### config.mk
export PLATFORM = sky130hd
export DESIGN_NAME = log_perf_ctrl_flat
export DESIGN_NICKNAME = d
export VERILOG_FILES = /design/src/rtl/log_perf_ctrl_if.sv /design/src/rtl/log_perf_ctrl.sv /design/src/flat_wrapper.sv
export SDC_FILE = /design/constraint.sdc
export NUM_CORES = 1
export LEC_CHECK = 0
export ABC_CLOCK_PERIOD_IN_PS = 4900
export CORE_MARGIN = 5
export CORE_UTILIZATION = 50
export CTS_BUF_LIST = sky130_fd_sc_hd__clkbuf_2 sky130_fd_sc_hd__clkbuf_4 sky130_fd_sc_hd__clkbuf_8
export DETAILED_ROUTE_END_ITERATION = 8
export PLACE_DENSITY = 0.81
export SLEW_MARGIN = 20
export SYNTH_ARGS = -nofsm -noshare
export SYNTH_HDL_FRONTEND = slang
export SYNTH_SLANG_ARGS = --single-unit
### constraint.sdc
create_clock -name clock -period 4.9 [get_ports clock]
set_input_delay 0.98 -clock clock [delete_from_list [all_inputs] [get_ports clock]]
set_output_delay 0.98 -clock clock [all_outputs]
set_load 0.03 [all_outputs]
### src/rtl/log_perf_ctrl_if.sv
// Dump/clean request handshake between a requester and log_perf_ctrl.
// A request is taken when valid and ready are both high at a rising edge.
interface log_perf_ctrl_if;
    logic ext_dump_valid;
    logic ext_dump_ready;
    logic ext_clean_valid;
    logic ext_clean_ready;

    modport master (
        output ext_dump_valid,
        output ext_clean_valid,
        input  ext_dump_ready,
        input  ext_clean_ready
    );

    modport slave (
        input  ext_dump_valid,
        input  ext_clean_valid,
        output ext_dump_ready,
        output ext_clean_ready
    );
endinterface

### src/rtl/log_perf_ctrl.sv
// Perf-log controller: free-running timer, log window, periodic and
// requested dump/clean strobes sequenced by a small FSM.
module log_perf_ctrl #(
    parameter bit          CLEAN_AFTER_DUMP = 1'b1,
    parameter int unsigned GAP_CYCLES       = 1
) (
    input  logic                 clock,
    input  logic                 reset_n,
    input  logic [63:0]          log_begin,
    input  logic [63:0]          log_end,
    input  logic [31:0]          dump_period,
    log_perf_ctrl_if.slave       ext,
    output logic [63:0]          timer,
    output logic                 logEnable,
    output logic                 clean,
    output logic                 dump,
    output logic                 busy,
    output logic [31:0]          dump_count
);

    typedef enum logic [1:0] {
        S_IDLE,
        S_DUMP,
        S_CLEAN,
        S_GAP
    } state_t;

    localparam logic [3:0] LP_GAP_LAST = 4'(GAP_CYCLES - 1);

    state_t      r_state;
    state_t      w_state_nxt;
    logic [63:0] r_timer;
    logic [31:0] r_pcnt;
    logic [31:0] r_dump_cnt;
    logic [3:0]  r_gap;
    logic        r_pend_per;
    logic        r_pend_dump;
    logic        r_pend_clean;

    logic        w_per_evt;
    logic        w_acc_dump;
    logic        w_acc_clean;
    logic        w_any_dump;
    logic        w_any_clean;
    logic        w_dump;
    logic        w_clean;

    assign w_per_evt   = (dump_period != 32'd0) &&
                         (r_pcnt >= dump_period - 32'd1);
    assign w_acc_dump  = ext.ext_dump_valid & ~r_pend_dump;
    assign w_acc_clean = ext.ext_clean_valid & ~r_pend_clean;

    // Incoming sets are looked at directly so a fresh request strobes next cycle.
    assign w_any_dump  = r_pend_per | w_per_evt | r_pend_dump | w_acc_dump;
    assign w_any_clean = r_pend_clean | w_acc_clean;

    always_comb begin
        w_state_nxt = r_state;
        w_dump      = 1'b0;
        w_clean     = 1'b0;
        unique case (r_state)
            S_IDLE: begin
                if (w_any_dump) begin
                    w_state_nxt = S_DUMP;
                end else if (w_any_clean) begin
                    w_state_nxt = S_CLEAN;
                end
            end
            S_DUMP: begin
                w_dump      = 1'b1;
                w_state_nxt = CLEAN_AFTER_DUMP ? S_CLEAN : S_GAP;
            end
            S_CLEAN: begin
                w_clean     = 1'b1;
                w_state_nxt = S_GAP;
            end
            S_GAP: begin
                if (r_gap == LP_GAP_LAST) begin
                    w_state_nxt = S_IDLE;
                end
            end
            default: w_state_nxt = S_IDLE;
        endcase
    end

    always_ff @(posedge clock) begin
        if (!reset_n) begin
            r_state <= S_IDLE;
        end else begin
            r_state <= w_state_nxt;
        end
    end

    // Set terms are OR'd after the clear so a same-cycle set survives.
    always_ff @(posedge clock) begin
        if (!reset_n) begin
            r_timer      <= 64'd0;
            r_pcnt       <= 32'd0;
            r_dump_cnt   <= 32'd0;
            r_gap        <= 4'd0;
            r_pend_per   <= 1'b0;
            r_pend_dump  <= 1'b0;
            r_pend_clean <= 1'b0;
        end else begin
            r_timer      <= r_timer + 64'd1;
            r_pcnt       <= (dump_period == 32'd0 || w_per_evt) ?
                            32'd0 : r_pcnt + 32'd1;
            r_pend_per   <= w_per_evt | (r_pend_per & ~w_dump);
            r_pend_dump  <= w_acc_dump | (r_pend_dump & ~w_dump);
            r_pend_clean <= w_acc_clean | (r_pend_clean & ~w_clean);
            r_gap        <= (r_state == S_GAP && r_gap != LP_GAP_LAST) ?
                            r_gap + 4'd1 : 4'd0;
            if (w_dump) begin
                r_dump_cnt <= r_dump_cnt + 32'd1;
            end
        end
    end

    assign timer               = r_timer;
    assign logEnable           = (r_timer >= log_begin) && (r_timer < log_end);
    assign dump                = w_dump;
    assign clean               = w_clean;
    assign busy                = (r_state != S_IDLE);
    assign dump_count          = r_dump_cnt;
    assign ext.ext_dump_ready  = ~r_pend_dump;
    assign ext.ext_clean_ready = ~r_pend_clean;

endmodule
### src/flat_wrapper.sv
// flat-port wrapper written by rule: the top's interface ports become plain ports
module log_perf_ctrl_flat 
#(
    parameter bit          CLEAN_AFTER_DUMP = 1'b1,
    parameter int unsigned GAP_CYCLES       = 1
)
  (clock, reset_n, log_begin, log_end, dump_period, timer, logEnable, clean, dump, busy, dump_count, ext_ext_dump_valid, ext_ext_clean_valid, ext_ext_dump_ready, ext_ext_clean_ready);
  log_perf_ctrl_if ext_i ();
  input  logic clock;
  input  logic reset_n;
  input  logic [63:0] log_begin;
  input  logic [63:0] log_end;
  input  logic [31:0] dump_period;
  output logic [63:0] timer;
  output logic logEnable;
  output logic clean;
  output logic dump;
  output logic busy;
  output logic [31:0] dump_count;
  input wire logic [$bits(ext_i.ext_dump_valid)-1:0] ext_ext_dump_valid;
  input wire logic [$bits(ext_i.ext_clean_valid)-1:0] ext_ext_clean_valid;
  output wire logic [$bits(ext_i.ext_dump_ready)-1:0] ext_ext_dump_ready;
  output wire logic [$bits(ext_i.ext_clean_ready)-1:0] ext_ext_clean_ready;
  assign ext_i.ext_dump_valid = ext_ext_dump_valid;
  assign ext_i.ext_clean_valid = ext_ext_clean_valid;
  assign ext_ext_dump_ready = ext_i.ext_dump_ready;
  assign ext_ext_clean_ready = ext_i.ext_clean_ready;
  log_perf_ctrl #(.CLEAN_AFTER_DUMP(CLEAN_AFTER_DUMP), .GAP_CYCLES(GAP_CYCLES)) u_core (.clock(clock), .reset_n(reset_n), .log_begin(log_begin), .log_end(log_end), .dump_period(dump_period), .ext(ext_i), .timer(timer), .logEnable(logEnable), .clean(clean), .dump(dump), .busy(busy), .dump_count(dump_count));
endmodule
==> impl_results.md, run 1 <==
- Max-Cap Viols: 0
- Worst min-delay path class: reg2reg
- Worst hold endpoint: u_core.r_pend_per
- Row count: 53
- Overall routing resource usage: between 20% and 30%
- CP peak stage delay: roughly 0.46 ns
- WL met1: between 10,000 and 15,000 µm
- Worst-margin pin slew: slightly above 0.9 ns
- Leak: 6.15 nW
- Drc violations: 0
- Worst path bufs/invs: 3
- Worst r2r src: u_core.r_state[1]
- Levels on crit path: 11
- Layout cells sized above 1: 4.02%
- Per-cell routed wire length: 15.9 µm
- TritonRoute pass-1 iters: 6
- Die X: 155 µm
- Reg clk slew, reported paths: roughly 0.08 ns
- Crit path cell chain: clkdlybuf4s50_1 > inv_1 > ha_1 > a2111oi_0 > o21ai_0 > o22a_1 > nor4_1 > o32ai_1 > or4_1 > a21oi_2 > buf_12
- Yosys Warn Count: 0
- Largest net degree at the start of global routing: 57
- Die H: ~150 µm
- First-pass GRT wire length: slightly below 50,000 µm
- CTS Buf Count: 17
- Global route total overflow: 0
- Slew margin rel.: a little under two fifths
- Clk buf depth: 2
- Syn Area/Cell: about 8 µm²
- Critical-path top delay cell: clkdlybuf4s50_1
- Mapped Area: 10,500 µm²
- Final nets: 1,916
- Max Fanout on Critical Path: 3
- # setup viols final: 0
- Yosys reg bits: between 100 and 150
- DR iter-0 viols: ~440
- Ant diodes: 0
- Die area: 23,900 µm²
- Min-delay src: u_core.r_pend_per
- Pwr per Cell Area: between 150 and 200 nW/µm²
- Register area share after synthesis: 26.2%
- Status: finished, final reports clean
- Post-layout util: 66.9%
- Worst Hold Path Cells: 2
- Clock Latency Late Sink: roughly 0.43 ns
- Crit. End Element: output port
- Met2 wire length: 14,300 µm
- Synth async-reset ratio: 0%
- WS Path Type: in2out
- CTS tree: done
- RR Endpoint: u_core.dump_count[25]
- PortBufs: about 270
- Fin crit period: ~4.7 ns
- RSZ-0062 raised after global routing: false
- Synthesis-to-finish area growth: 33.1%
- Flop2flop setup slack: 1.79 ns
- Worst IR Drop VDD: between 0.0001 and 0.00015 V
- EDFF count, synth: 0
- Netlist cell types: just under 60
- CP Launch Type: primary input
- CP top delay family: compound AO/OA/AOI/OAI gates
- Synth Instances: between 1,000 and 1,500
- Total clock sinks: roughly 140
- Crit path required time: just under 4 ns
- Hold Fails Final Rpt: 0
- Final Skew: about 0.009 ns
- Period utilisation layout: around 97%
- CP arrival: 3.76 ns
- GP Congestion: 0.881
- Total routed wirelength: about 30,000 µm
- F_max: 0.211 GHz
- Max layer used: met5
- Post-synthesis net count: ~1,600
- Via/cell ratio: between 5 and 6
- Routed wl met3: between 1500 and 2000 µm
- Number of global-route vias before repair: roughly 10,000
- Initial Util: approximately half
- Worst r2r path cells: 8
- Depth of the CTS H-tree: 4
- Num ports: around 270
- DRT antenna net count: 0
- Initial antenna violation count: 1
- TNS Setup: 0 ns
- CTS root buffer: clkbuf_8
- Max Slew Vio Count: 0
- Core box area: between 20,000 and 25,000 µm²
- Via count: roughly 10,000
- HPWL Detailed: 24,400 µm
- Main synth FF type: dfxtp_1
## timing repair
action	CTS	global route
endpoints found under the setup margin	0	1
hold endpoints to repair	0	0
hold buffers	0	0
resized for setup	0	1
setup buffers	0	0
## routing by layer
metal  up-vias  track usage, %
li1       5107               -
met1      4725            29.2
met2       300            43.2
met3        66            4.81
met4         2            8.83
met5         -               0
## worst register-to-register path: stages, from the launching register on
cell     delay [ns]
dfxtp_1        0.34
inv_1          0.13
ha_1           0.46
and4_1         0.32
and4_1         0.27
or4b_1         0.60
or2_1          0.37
or3_1          0.34
a21oi_1        0.19
## logic make-up (layout without fill, tap and decap cells)
group	after synthesis	count (layout)	synth area share, %
xor+xnor	127	127	10.6
mux	2	2	0.191
simple gates	483	483	24.2
compound gates	200	200	11.7
buf+inv	184	475	6.73
flops	137	137	26.2
fa+ha+maj	170	170	20.3
## placed cells by master, fill, tap and decap left out, types with 29 or more instances in the layout
master	count
clkdlybuf4s50_1	264
ha_1	170
inv_1	161
dfxtp_1	137
nor2_1	131
nand2_1	77
xor2_1	72
a21oi_1	63
nand4_1	58
nand3_1	57
xnor2_1	55
o21ai_0	55
or3_1	29
## per-stage QoR
step	hold slack [ns]	setup WS [ns]	instances	power (mW)	area [µm²]
final	0.475	0.157	1869	2.52	13900
after global routing	0.498	0.0455	1869	2.64	13900
after CTS	0.476	0.0542	1869	2.55	13900
after detailed placement	0.463	-0.0164	1838	1.59	13500
after global placement	0.445	0.105	1838	1.58	13500
after floorplan	0.430	0.578	1303	1.37	10500
## area by class of cell
| type | count | area, µm² |
|---|---|---|
| clock buffers | 22 | 284 |
| clock inverters | 9 | 123 |
| fillers | 1729 | 6900 |
| inverters | 162 | 608 |
| multi-input cells | 982 | 7020 |
| flip-flops and latches | 137 | 2740 |
| well taps | 275 | 344 |
| repair buffers | 282 | 2800 |
## registers in the layout, indices dropped and copies added (netlist names)
signal / cells
u_core.timer: 64
u_core.dump_count: 32
u_core.r_pcnt: 32
u_core.r_gap: 4
u_core.r_state: 2
u_core.r_pend_clean: 1
u_core.r_pend_dump: 1
u_core.r_pend_per: 1
## synth_stat cells, drive strengths merged, types with 25 or more instances
library cell	instances	area share (%)
ha	170	20
inv	162	5.8
dfxtp	137	26
nor2	131	4.7
nand2	77	2.8
xor2	72	6.0
a21oi	64	3.1
nand3	58	2.8
nand4	58	3.5
o21ai	55	2.6
xnor2	55	4.6
nor3	29	1.6
or3	29	1.7
a21o	25	1.8
## power by group
group	total, mW	switching [mW]	internal [mW]
registers	1.14	0.0180	1.13
clock network	0.955	0.414	0.540
logic	0.424	0.196	0.228
## worst max-delay path by stage
stage | start | slack (ns) | to
2_1_floorplan | dump_period[2] | 0.58 | u_core.r_state[0]
3_3_place_gp | log_end[9] | 0.10 | logEnable
3_5_place_dp | dump_period[2] | -0.02 | u_core.r_state[1]
4_1_cts | log_end[9] | 0.05 | logEnable
5_1_grt | log_end[9] | 0.05 | logEnable
6_report | log_end[23] | 0.16 | logEnable
Note: power is estimated with default switching activity, not from simulation.
==> run 2: changes to the inputs <==
--- a/config.mk
+++ b/config.mk
@@ -7,10 +7,10 @@
 export LEC_CHECK = 0
 export ABC_CLOCK_PERIOD_IN_PS = 4900
 export CORE_MARGIN = 5
-export CORE_UTILIZATION = 50
+export CORE_UTILIZATION = 52
 export CTS_BUF_LIST = sky130_fd_sc_hd__clkbuf_2 sky130_fd_sc_hd__clkbuf_4 sky130_fd_sc_hd__clkbuf_8
 export DETAILED_ROUTE_END_ITERATION = 8
-export PLACE_DENSITY = 0.81
+export PLACE_DENSITY = 0.84
 export SLEW_MARGIN = 20
 export SYNTH_ARGS = -nofsm -noshare
 export SYNTH_HDL_FRONTEND = slang
==> constraint.sdc (replaced) <==
create_clock -name clock -period 4.9 [get_ports clock]
set_input_delay 0.98 -clock clock [delete_from_list [all_inputs] [get_ports clock]]
set_output_delay 0.98 -clock clock [all_outputs]
set_load 0.02 [all_outputs]
==> impl_results.md, run 2 (synthesis results as in run 1) <==
- CTS Buf Count: 17
- RSZ-0062 raised after global routing: false
- Core box area: a little under 20,000 µm²
- DRT antenna net count: 0
- Critical-path top delay cell: a2111oi_0
- Per-cell routed wire length: 15.7 µm
- Status: finished, final reports clean
- Global route total overflow: 0
- CP top delay family: compound AO/OA/AOI/OAI gates
- Max Fanout on Critical Path: 1
- Fin crit period: 4.76 ns
- Final Skew: between 0.015 and 0.02 ns
- HPWL Detailed: ~24,000 µm
- Seq pwr share: around 45%
- Total routed wirelength: 29,600 µm
- Die X: ~150 µm
- Reg clk slew, reported paths: about 0.09 ns
- Total clock sinks: around 140
- CTS root buffer: clkbuf_8
- Number of global-route vias before repair: a little over 10,000
- Crit. End Element: output port
- Max FFs per register: 64
- Depth of the CTS H-tree: 4
- Initial antenna violation count: 3
- Die area: ~23,000 µm²
- CP Launch Type: primary input
- GP Congestion: 0.898
- CTS tree: done
- PortBufs: roughly 270
- Period utilisation layout: between 90% and 100%
- # setup viols final: 0
- Pint: 1.89 mW
- Clk buf depth: 2
- Worst-margin pin slew: between 1 and 1.5 ns
- WHS: approximately 0.47 ns
- Largest net degree at the start of global routing: 61
- Pwr per Cell Area: around 180 nW/µm²
- First-pass GRT wire length: a little under 50,000 µm
- Die H: between 150 and 200 µm
- Max-Cap Viols: 0
- Layout cells sized above 1: ~5.0%
- Hold Buf Count CTS: 0
- Setup bufs post-CTS: 0
- Overall routing resource usage: between 20% and 30%
- Via count: roughly 10,000
- Max Slew Vio Count: 0
- Via/cell ratio: about 5.5
- Final nets: a little under 2,000
- Place WS: -0.259 ns
- Worst path bufs/invs: 3
- Initial Util: 53.3%
- DR iter-0 viols: 510
- PostCTS Resize Cnt: 2
- Crit path cell chain: clkdlybuf4s50_1 > ha_1 > nand2b_1 > a2111oi_0 > or4b_2 > a31oi_1 > buf_4 > o41a_1 > o21ai_0 > a21oi_1 > clkbuf_2
- Worst IR Drop VDD: approximately 0.00016 V
- Hold Fails Final Rpt: 0
- P_sw: approximately 680 µW
- Final worst setup slack: between 0.1 and 0.15 ns
- WS Path Type: in2out
- Most frequent cells in the layout: clkdlybuf4s50_1, ha_1, inv_1
- F_max: 0.210 GHz
- Num ports: ~270
- Clock Latency Late Sink: around 0.44 ns
- Row count: slightly above 50
- Synthesis-to-finish area growth: 34.3%
- Part of the power in combinational logic: between 10% and 20%
- Crit path required time: slightly below 4 ns
- TritonRoute pass-1 iters: 5
- Commonest non-fill, non-tap cell in the layout: clkdlybuf4s50_1
- Drc violations: 0
- CP arrival: ~3.8 ns
- Switching Share: a little over a quarter
- Clock power share: 39.2%
- Slew margin rel.: 29.0%
- Leak: between 6 and 7 nW
- Worst min-delay path class: reg2reg
- CP peak stage delay: approximately 0.6 ns
## run 2: area by class of cell
class	count	area [µm²]
multi-input cells	982	7030
fillers	1570	5600
repair buffers	297	2900
flip-flops and latches	137	2740
inverters	162	608
well taps	265	332
clock buffers	18	248
clock inverters	14	186
diodes	3	7.51
## run 2: path summary, 6_finish.rpt
check	start	end	slack [ns]	depth (start not counted)
setup / recovery	log_begin[0]	logEnable	0.14	11
hold / removal	u_core.r_gap[0]	u_core.r_gap[0]	0.47	1
setup reg to reg	u_core.r_state[1]	u_core.dump_count[25]	1.90	8
hold reg to reg	u_core.r_gap[0]	u_core.r_gap[0]	0.47	1
## run 2: worst register-to-register path, stage by stage (launching register included)
cell     delay [ns]
dfxtp_1        0.34
inv_1          0.14
ha_1           0.36
and4_1         0.30
and4_1         0.29
or4b_1         0.59
or2_1          0.38
or3_1          0.36
a21oi_1        0.15
## run 2: power by group through the flow
stage	Clock, mW	Combinational (mW)	Sequential [mW]
after detailed placement	0	0.414	1.17
after global routing	1.08	0.461	1.15
after CTS	1.02	0.418	1.14
after floorplan	0	0.184	1.17
after global placement	0	0.401	1.17
final	1.01	0.416	1.14
## run 2: routing by layer
layer	part of all wire, %	global-route usage [%]	wire [µm]
met5	0	0	0
met4	2.8	9.85	830
met3	6.1	4.94	1800
met2	50	44.7	14700
met1	41	29.2	12300
## run 2: through the flow
step | power (mW) | setup TNS, ns | utilization [%] | instances | instance area (µm²)
floorplan | 1.36 | 0 | - | 1303 | 10500
detailed placement | 1.58 | -0.396 | 69.2 | 1843 | 13600
global placement | 1.57 | -0.266 | 69.2 | 1843 | 13600
finish | 2.57 | 0 | 71.5 | 1878 | 14100
CTS | 2.58 | 0 | 71.4 | 1875 | 14000
global route | 2.69 | 0 | 71.5 | 1878 | 14100
==> edit 1 (flow settings as in run 1) <==
`CLEAN_AFTER_DUMP` is set to 1'b1 in 2 places; all go to 1'b0.
--- a/src/rtl/log_perf_ctrl.sv
+++ b/src/rtl/log_perf_ctrl.sv
@@ -2,5 +2,5 @@
 // requested dump/clean strobes sequenced by a small FSM.
 module log_perf_ctrl #(
-    parameter bit          CLEAN_AFTER_DUMP = 1'b1,
+    parameter bit          CLEAN_AFTER_DUMP = 1'b0,
     parameter int unsigned GAP_CYCLES       = 1
 ) (
--- a/src/flat_wrapper.sv
+++ b/src/flat_wrapper.sv
@@ -2,5 +2,5 @@
 module log_perf_ctrl_flat 
 #(
-    parameter bit          CLEAN_AFTER_DUMP = 1'b1,
+    parameter bit          CLEAN_AFTER_DUMP = 1'b0,
     parameter int unsigned GAP_CYCLES       = 1
 )
Behaviour: not the same (a bounded check fails within 4 cycles, from zero or initial values and one cycle with reset_n low).
==> edit 1 against run 1 <==
Design area about the same. Clock skew up 0.010 ns. Sequential cell count unchanged. Synthesized area down 2.8%. Total power up 4.7%. Non-clock buffer count up 19. Routed wire length down 6.0%. Setup slack worse by 0.049 ns.
==> edit 1: results (changes against run 1) <==
clocking:
  cts.repair.resized: 1  # was 0
  clock_latency_ns: 0.45  # was 0.43 ns
  post_cts_buffers: 0  # unchanged
detailed_routing:
  routedWlPerCell_um: 15.09  # was 15.91 um
  wl_met3_um: 1256  # was 1663 um
  drtIter0Drc: 384  # was 437
  top_layer_used: "met4"  # was met5
  first_pass_iters: 4  # was 6
  vias: 9848  # was 10200
  wirelength_um: 27950  # was 29730 um
  routedLengthMet1_um: 12460  # was 12730 um
  wl_met2_um: 13670  # was 14350 um
worst_hold_path:
  holdPathStages: 1  # was 2
  min_from: "u_core.r_pcnt[0]$_SDFF_PP0_"  # was u_core.r_pend_per$_SDFF_PN0_
cells_and_area:
  drive_gt1_share_pct: 6.005  # was 4.015%
  nMultiInputCombCells: 967  # was 982
  multiInputGateArea_mm2: 0.006933  # was 0.007023 mm^2
  nNonClkInverters: 145  # was 162
  bufAreaShareNonClock_pct: 21.05  # was 20.12%
  clkCellAreaFrac_pct: 3.179  # was 2.920%
  seq_share_pct: 19.68  # was 19.69%
  nClkBuffers: 18  # was 22
  buffers: 301  # was 282
  fin_util_pct: 69.08  # was 66.88%
yosys:
  synth_cells: 1268  # was 1303
  synth_common_cells: "ha_1, nor2_1, inv_1, dfxtp_1, xor2_1"  # was ha_1, inv_1, dfxtp_1, nor2_1, nand2_1
  ys_types: 53  # was 58
worst_setup_path:
  arrival_ns: 3.81  # was 3.76 ns
  cpPeakStageDelay_ns: 0.53  # was 0.46 ns
  reg2reg_depth: 7  # was 8
  rr_startpoint: "u_core.timer[10]$_SDFF_PN0_"  # was u_core.r_state[1]$_SDFFE_PN0P_
  r2r_end: "u_core.timer[60]$_SDFF_PN0_"  # was u_core.dump_count[25]$_SDFFE_PN0P_
  crit_path_top_delay_cell: "or4_4"  # was clkdlybuf4s50_1
  cp-startpoint: "log_end[38]"  # was log_end[23]
power:
  p_comb_share_pct: 17.5  # was 16.8%
  power.share.clock_pct: 38.9  # was 37.8%
  p_int_w: 0.001949  # was 0.001894 W
  vdd_drop_max_uv: 144.6  # was 140.4 uV
place:
  pre_cts_ws_ns: -0.5525  # was -0.01641 ns
  place_congestion: 0.8586  # was 0.8808
  dp.cells: 1818  # was 1838
  placedInstanceArea_mm2: 0.01336  # was 0.01352 mm^2
  hpwl_um: 22800  # was 24380 um
sta:
  fin_crit_ns: 4.792  # was 4.743 ns
  whs_ns: 0.4632  # was 0.4754 ns
global_route:
  met1_usage_pct: 28.58  # was 29.18%
  grt_use_met2_pct: 40.27  # was 43.24%
  globalRouteMet3Util_pct: 4.402  # was 4.813%
  grt_pass1_vias: 9652  # was 10140
  grt_max_degree: 67  # was 57
  antenna_found_initial: 0  # was 1
floorplanning:
  dieArea_mm2: 0.02331  # was 0.02393 mm^2
outcome:
  status: "completed"  # unchanged
edit 1: changes by cell type after synthesis, moves of 5 or more:
cell,change
nand2_1,+10
nand4_1,-9
and3_1,+7
nor2_1,+22
a21oi_1,-5
inv_1,-18
a21o_1,-6
o21ai_0,-10
and2_1,+8
xor2_1,+18
or3_1,-13
and4_1,-10
edit 1: kinds of logic (layout without fill, tap and decap cells):
kind of cell,after synthesis,count (layout),share of synthesized area (%)
AO/OA/AOI/OAI,164,164,9.738
XOR/XNOR,142,142,12.22
adder cells (fa/ha/maj),170,170,20.90
buffers and inverters,164,478,6.086
flip-flops,137,137,26.95
multiplexers,1,1,0.09837
AND/OR/NAND/NOR,490,490,24.00
edit 1: critical path: cells and delay by family:
kind	cells	cell delay [ns]
buffers and inverters	3	0.72
and+or+nand+nor	4	0.81
adders and majority gates	1	0.30
AOI/OAI and AO/OA	4	1.01
==> edit 2 (flow settings as in run 1) <==
Without the edit above. Re-encode `state_t` (4 states) as Gray code, 2 bits wide.
--- a/src/rtl/log_perf_ctrl.sv
+++ b/src/rtl/log_perf_ctrl.sv
@@ -20,8 +20,8 @@
 
     typedef enum logic [1:0] {
-        S_IDLE,
-        S_DUMP,
-        S_CLEAN,
-        S_GAP
+        S_IDLE  = 2'b00,
+        S_DUMP  = 2'b01,
+        S_CLEAN = 2'b11,
+        S_GAP   = 2'b10
     } state_t;
 
Behaviour: same outputs for any inputs over 10 cycles, from zero or initial values and one cycle with reset_n low; not proved beyond that.
==> edit 2 against run 1 <==
Sequential cell count is the same. First-iteration DRC count increased by 29%. Synthesized area is 1.7% lower. Sequential share of layout area up 0.26 points. Design area is 1.3% lower. Setup slack got worse by 0.021 ns. Routed wire length fell by 2.5%. Final cell count is 1.8% lower. Total power up 2.1%. Via count is 1.7% lower. Critical path depth grew 1. Critical path type unchanged. Largest power group unchanged.
==> edit 2: results (changes against run 1) <==
worst_setup_path:
  rr_startpoint: "u_core.r_pcnt[0]$_SDFF_PP0_"  # was u_core.r_state[1]$_SDFFE_PN0P_
  r2r_end: "u_core.r_pcnt[11]$_SDFF_PP0_"  # was u_core.dump_count[25]$_SDFFE_PN0P_
  reg2reg_depth: 10  # was 8
  cp_max_fo: 2  # was 3
place:
  placedInstanceArea_mm2: 0.01326  # was 0.01352 mm^2
  place_congestion: 0.9109  # was 0.8808
  hpwl_um: 23660  # was 24380 um
worst_hold_path:
  holdPathStages: 1  # was 2
  min_from: "u_core.r_gap[0]$_SDFF_PN0_"  # was u_core.r_pend_per$_SDFF_PN0_
  hold_end: "u_core.r_gap[0]$_SDFF_PN0_"  # was u_core.r_pend_per$_SDFF_PN0_
yosys:
  seq_area_frac_synth_pct: 26.66  # was 26.20%
  synthTopCellsByArea: "dfxtp_1, ha_1, xor2_1"  # unchanged
  ys_types: 53  # was 58
  synth_common_cells: "ha_1, nor2_1, inv_1, dfxtp_1, xor2_1"  # was ha_1, inv_1, dfxtp_1, nor2_1, nand2_1
power:
  p_sw_share_pct: 23.35  # was 24.90%
  power_leakage_nw: 6.008  # was 6.152 nW
  p_seq_share_pct: 44.2  # was 45.4%
  vdd_drop_max_uv: 156.8  # was 140.4 uV
  p_int_w: 0.001974  # was 0.001894 W
  powerComb_w: 0.000359  # was 0.000424 W
global_route:
  grt_pass1_wl_um: 47630  # was 48570 um
  antenna_found_initial: 3  # was 1
  grt_max_degree: 65  # was 57
  track_usage_pct: 24.03  # was 24.37%
cells_and_area:
  nFillCells: 1675  # was 1729
  drive_gt1_share_pct: 3.640  # was 4.015%
  fin_nets: 1883  # was 1916
detailed_routing:
  first_pass_iters: 5  # was 6
  wirelength_um: 29000  # was 29730 um
  drtIter0Drc: 565  # was 437
outcome:
  status: "completed"  # unchanged
edit 2: changes by cell type after synthesis, sizes merged, moves of 6 or more:
cell / before / now
a21oi: 64 / 58
o21bai: 0 / 6
inv: 162 / 154
o21ai: 55 / 43
and4: 22 / 16
and3: 19 / 27
or3: 29 / 19
nor2b: 9 / 2
nand2b: 11 / 5
a21o: 25 / 16
nor2: 131 / 160
a211oi: 10 / 17
xnor2: 55 / 63
edit 2: per-stage QoR:
stage | TNS (ns) | hold WS, ns | utilization, % | instances | setup slack (ns)
final | 0 | 0.4641 | 67.94 | 1836 | 0.1360
after global routing | 0 | 0.4882 | 67.94 | 1836 | 0.01396
after floorplan | 0 | 0.4300 | - | 1283 | 0.7634
after detailed placement | -0.07860 | 0.4561 | 65.51 | 1805 | -0.07860
after CTS | 0 | 0.4742 | 67.89 | 1836 | 0.09310
after global placement | -0.05334 | 0.4437 | 65.51 | 1805 | -0.05334
edit 2: layout make-up:
cell class                 count  area share, %
timing repair buffer         273          19.89
tap                          270          2.457
inverter                     155          4.232
multi-input combinational    970          50.02
clock buffer                  21          2.057
clock inverter                10          1.392
sequential                   137          19.95
edit 2: kinds of logic after synthesis:
logic type | share of synthesized area [%]
compound gates | 10.48
mux | 0.09729
simple gates | 24.10
xor+xnor | 11.92
buf+inv | 6.676
fa+ha+maj | 20.07
flops | 26.66
edit 2: repair_timing:
item	CTS	global route
pin swaps	0	2
hold buffers	0	0
setup endpoints to repair	1	1
cloned	0	0
gates resized for setup	2	2
edit 2: per-layer routing:
layer	vias to the layer above	global-route usage, %	wire length (um)	share of wire, %
met1	4648	29.53	12410	43
met5	-	0	41	0.14
met3	46	5.485	1926	6.6
met4	6	7.065	582	2.0
met2	329	42.05	14040	48
li1	4999	-	-	-
